`src/rtl/alu_wb.sv`:
```
// ============================================================================
// alu_wb : ALU writeback stage with 2-entry result FIFO, flags register and
//          head-of-queue forwarding path.
// Revision: 1.0
// ============================================================================
`default_nettype none

module alu_wb #(
  parameter int DATA_W = 16,
  parameter int ADDR_W = 3
) (
  input  logic              clk,
  input  logic              rst_n,
  input  logic              in_valid,
  output logic              in_ready,
  input  logic [DATA_W-1:0] in_result,
  input  logic              in_carry,
  input  logic              in_overflow,
  input  logic [ADDR_W-1:0] in_dest,
  input  logic              in_wr_en,
  input  logic              in_flags_en,
  input  logic              rf_ready,
  output logic              rf_we,
  output logic [ADDR_W-1:0] rf_waddr,
  output logic [DATA_W-1:0] rf_wdata,
  output logic              flag_c,
  output logic              flag_v,
  output logic              flag_z,
  output logic              flag_n,
  output logic              fwd_valid,
  output logic [ADDR_W-1:0] fwd_addr,
  output logic [DATA_W-1:0] fwd_data,
  output logic [1:0]        count
);

  typedef struct packed {
    logic [DATA_W-1:0] result;
    logic              carry;
    logic              overflow;
    logic [ADDR_W-1:0] dest;
    logic              wr_en;
    logic              flags_en;
  } entry_t;

  entry_t      mem_q [2];
  entry_t      mem_d [2];
  entry_t      head;
  logic        wptr_q, wptr_d;
  logic        rptr_q, rptr_d;
  logic [1:0]  count_q, count_d;
  logic        c_q, c_d, v_q, v_d, z_q, z_d, n_q, n_d;
  logic        head_valid;
  logic        accept;
  logic        retire;

  always_comb begin
    mem_d      = mem_q;
    wptr_d     = wptr_q;
    rptr_d     = rptr_q;
    count_d    = count_q;
    c_d        = c_q;
    v_d        = v_q;
    z_d        = z_q;
    n_d        = n_q;
    head       = mem_q[rptr_q];
    head_valid = (count_q != 2'd0);
    // in_ready depends on registered count only, so a full FIFO refuses input
    // even in a cycle where it also retires.
    accept     = in_valid && (count_q != 2'd2);
    retire     = head_valid && (!head.wr_en || rf_ready);

    if (accept) begin
      mem_d[wptr_q] = '{result:   in_result,
                        carry:    in_carry,
                        overflow: in_overflow,
                        dest:     in_dest,
                        wr_en:    in_wr_en,
                        flags_en: in_flags_en};
      wptr_d = ~wptr_q;
    end

    if (retire) begin
      rptr_d = ~rptr_q;
      if (head.flags_en) begin
        c_d = head.carry;
        v_d = head.overflow;
        z_d = (head.result == '0);
        n_d = head.result[DATA_W-1];
      end
    end

    case ({accept, retire})
      2'b10:   count_d = count_q + 2'd1;
      2'b01:   count_d = count_q - 2'd1;
      default: count_d = count_q;
    endcase
  end

  always_ff @(posedge clk or negedge rst_n) begin
    if (!rst_n) begin
      wptr_q  <= 1'b0;
      rptr_q  <= 1'b0;
      count_q <= 2'd0;
      c_q     <= 1'b0;
      v_q     <= 1'b0;
      z_q     <= 1'b0;
      n_q     <= 1'b0;
    end else begin
      wptr_q  <= wptr_d;
      rptr_q  <= rptr_d;
      count_q <= count_d;
      c_q     <= c_d;
      v_q     <= v_d;
      z_q     <= z_d;
      n_q     <= n_d;
    end
  end

  // Payload storage needs no reset: it is only observed while count is nonzero.
  always_ff @(posedge clk) begin
    mem_q[0] <= mem_d[0];
    mem_q[1] <= mem_d[1];
  end

  assign in_ready  = (count_q != 2'd2);
  assign rf_we     = head_valid && head.wr_en && rf_ready;
  assign rf_waddr  = head.dest;
  assign rf_wdata  = head.result;
  assign fwd_valid = head_valid && head.wr_en;
  assign fwd_addr  = head.dest;
  assign fwd_data  = head.result;
  assign flag_c    = c_q;
  assign flag_v    = v_q;
  assign flag_z    = z_q;
  assign flag_n    = n_q;
  assign count     = count_q;

endmodule

`default_nettype wire

```
`config.mk`:
```
export PLATFORM = sky130hd
export DESIGN_NAME = alu_wb
export DESIGN_NICKNAME = d
export VERILOG_FILES = /design/src/rtl/alu_wb.sv
export SDC_FILE = /design/constraint.sdc
export NUM_CORES = 1
export LEC_CHECK = 0
export CAP_MARGIN = 20
export CORE_ASPECT_RATIO = 1.25
export CORE_MARGIN = 3
export CORE_UTILIZATION = 40
export CTS_CLUSTER_SIZE = 25
export DETAILED_ROUTE_END_ITERATION = 7
export GPL_ROUTABILITY_DRIVEN = 0
export PLACE_DENSITY_LB_ADDON = 0.08
export SLEW_MARGIN = 20
export SYNTH_ARGS = -nofsm -noshare
export SYNTH_HDL_FRONTEND = slang
export SYNTH_SLANG_ARGS = --single-unit
```
`constraint.sdc`:
```
create_clock -name clk -period 5.5 [get_ports clk]
set_clock_uncertainty 0.1 [all_clocks]
set_input_delay 1.1 -clock clk [delete_from_list [all_inputs] [get_ports clk]]
set_output_delay 1.1 -clock clk [all_outputs]
set_load 0.01 [all_outputs]
```
==> impl_metrics.env <==
export IMPL_grt_pass1_vias=1387
export IMPL_rsz0062_at_grt="false"
export IMPL_htree_levels=2
export IMPL_synthDistinctLibCells=26
export IMPL_clock_power_share_pct=15.7
export IMPL_slew_viol_final=0
export IMPL_p_sw_share_pct=30.2
export IMPL_cts_made_buffers=5
export IMPL_fmax_mhz=289
export IMPL_die_h_um=92.2
export IMPL_crit_path_end_kind="output port"
export IMPL_dr_pass1_iters=4
export IMPL_maxSlewHeadroom_pct=55.9
export IMPL_cts_tree="yes"
export IMPL_core_area_mm2=0.00559
export IMPL_power_density_mw_per_mm2=522
export IMPL_vias=1265
export IMPL_post_cts_setup_buffers=0
export IMPL_power_frac_comb_pct=42.9
export IMPL_min_delay_start="flag_v"
export IMPL_p_switching_w=0.000473
export IMPL_worstPathArrival_ns=2.25
export IMPL_yosysSeqAreaShare_pct=66.5
export IMPL_root_buffer="clkbuf_8"
export IMPL_period_needed_ns=3.45
export IMPL_area_delta_synth_final_pct=26.0
export IMPL_finalSetupViolCount=0
export IMPL_drv_cap=0
export IMPL_grt_usage_pct=12.8
export IMPL_hp_class="flip-flop to flip-flop"
export IMPL_nets=223
export IMPL_use_met3_pct=3.29
export IMPL_cp_start_kind="input port"
export IMPL_start_util_pct=42.6
export IMPL_cts_buffer_depth=2
export IMPL_drive_gt1_share_pct=15.9
export IMPL_core_rowCount=30
export IMPL_grt_busiest_layer="met2"
export IMPL_p_int_w=0.00109
export IMPL_synth_warnings=0
export IMPL_grt_pass1_wl_um=6580
export IMPL_groute_layer_met2_usage_pct=22.4
export IMPL_die_w_um=75.0
export IMPL_synthCells=155
export IMPL_diodes=0
export IMPL_synth_avg_cell_area_um2=15.4
export IMPL_grtUsageMet1_pct=14.7
export IMPL_period_share_pct=62.8
export IMPL_tns_ns=0
export IMPL_grt_antenna_before_repair=0
export IMPL_outcome="finished clean"
export IMPL_min_path_cells=2
export IMPL_wl_um=4030
export IMPL_sequentialPowerShare_pct=41.5
export IMPL_finalHoldViolations=0
export IMPL_worstReg2RegStart="rptr_q"
export IMPL_dieArea_mm2=0.00692
export IMPL_cp_startpoint="rf_ready"
export IMPL_reg2reg_depth=6
export IMPL_power_leakage_nw=1.06
export IMPL_required_ns=4.30
export IMPL_post_cts_resized=0
export IMPL_hold_path_end="flag_v"
export IMPL_portBuffers=73
export IMPL_final_util_pct=53.6
export IMPL_drtAntennaViolNets=0
export IMPL_dp_final_hpwl_um=2940
export IMPL_r2r_end="count[1]"
export IMPL_insertion_delay_ns=0.30
export IMPL_ys_seq_elements=54
export IMPL_grt_remaining_overflow=0
export IMPL_synth_fp_nets=183
export IMPL_tightestPinTransition_ns=0.662
export IMPL_ios=74
export IMPL_path_clk_slew_ns=0.08
export IMPL_clock_sink_count=54
export IMPL_vias_per_cell=4.88
export IMPL_drc=0
export IMPL_vdd_drop_max_mv=0.202
export IMPL_drt_iter0_markers=75
export IMPL_grt_max_degree=27
export IMPL_syn_area_mm2=0.00238
export IMPL_wl_per_cell_um=15.6
export IMPL_cp_max_fo=3
export IMPL_r2r_slack_ns=3.38
export IMPL_worstSetupPathType="input port to output port"
export IMPL_postCtsHoldBufs=0
-- stage by stage --
step / setup WS, ns / area, µm² / hold slack (ns) / power [W] / instances
2_1_floorplan: 2.82 / 2380 / 0.361 / 0.00113 / 155
3_3_place_gp: 2.06 / 2890 / 0.360 / 0.00133 / 252
3_5_place_dp: 2.05 / 2890 / 0.381 / 0.00135 / 252
4_1_cts: 1.71 / 3000 / 0.400 / 0.00160 / 259
5_1_grt: 1.99 / 3000 / 0.434 / 0.00167 / 259
6_report: 2.05 / 3000 / 0.388 / 0.00157 / 259
-- metal layers --
layer  vias to the layer above  routed length [µm]
met3                         7                 224
met2                        49                2220
li1                        600                   -
met4                         0                  60
met1                       609                1530
met5                         -                   0
-- cell usage after synthesis --
master / instances / share of area, %
nand2b_1: 1 / 0.26
a31oi_1: 1 / 0.26
mux2i_1: 4 / 1.7
and4_1: 1 / 0.37
or4b_1: 1 / 0.42
mux2_2: 17 / 8.0
nor3_1: 3 / 0.63
xnor2_1: 3 / 1.1
nand2_1: 5 / 0.79
and2_1: 1 / 0.26
buf_4: 38 / 12
o221ai_1: 1 / 0.37
buf_2: 2 / 0.42
o21ai_0: 3 / 0.63
edfxtp_1: 46 / 58
mux2_4: 2 / 1.3
o31ai_2: 1 / 0.53
nor4_1: 3 / 0.79
and3_1: 1 / 0.26
buf_6: 1 / 0.47
inv_1: 1 / 0.16
ha_1: 1 / 0.53
dfrtp_1: 8 / 8.4
xor2_1: 2 / 0.74
nor2_1: 7 / 1.1
or4_4: 1 / 0.47
-- cells in the final DEF (no fill, tap or decap), types with 2 or more instances in the layout --
cell and count:
clkdlybuf4s50_1 73, dfrtp_1 7, nor2_1 6, nand2_1 5, nor3_1 3, mux2_4 2
xor2_1 2, o21ai_0 3, clkbuf_8 5, mux2i_1 4, edfxtp_1 46, mux2_2 17
xnor2_1 3, nor4_1 3
-- power groups by stage --
stage	registers, W	clock network, W	logic [W]
after floorplan	0.000620	0	0.000511
after global placement	0.000655	0	0.000677
after detailed placement	0.000664	0	0.000686
after CTS	0.000654	0.000254	0.000690
after global routing	0.000666	0.000274	0.000732
final	0.000649	0.000245	0.000671
-- how the worst max path moves through the flow --
stage / to / slack (ns) / cells after the start
after global routing: rf_we / 1.99 / 4
after CTS: rf_we / 1.71 / 4
after detailed placement: rf_we / 2.05 / 3
after global placement: rf_we / 2.06 / 3
final: rf_we / 2.05 / 3
after floorplan: mem_q[23] / 2.82 / 2
-- critical path: stages --
cell             delay [ns]
clkdlybuf4s50_1        0.50
and2_1                 0.13
clkdlybuf4s50_1        0.53
-- cell type report --
| type | instances | area [µm²] |
|---|---|---|
| clock buffer | 5 | 68.8 |
| clock inverter | 2 | 33.8 |
| fill | 461 | 2590 |
| inverter | 1 | 3.75 |
| multi-input combinational | 59 | 492 |
| sequential | 54 | 1580 |
| tap | 64 | 80.1 |
| timing repair buffer | 74 | 738 |
-- cell families (layout without fill, tap and decap cells) --
kind of cell	Yosys count	after routing	share of synthesized area (%)
adders and majority gates	1	1	0.526
DFF	54	54	66.5
muxes	23	23	11.0
AOI/OAI and AO/OA	6	6	1.79
buffers and inverters	42	82	13.0
and+or+nand+nor	24	24	5.36
xor gates and xnor gates	5	5	1.84
-- registers in the layout, indices dropped and copies added, names as in the netlist --
name	count
flag_z	1
mem_q	46
count	2
rptr_q	1
flag_v	1
flag_c	1
wptr_q	1
flag_n	1
(Power assumes the default switching activity.)
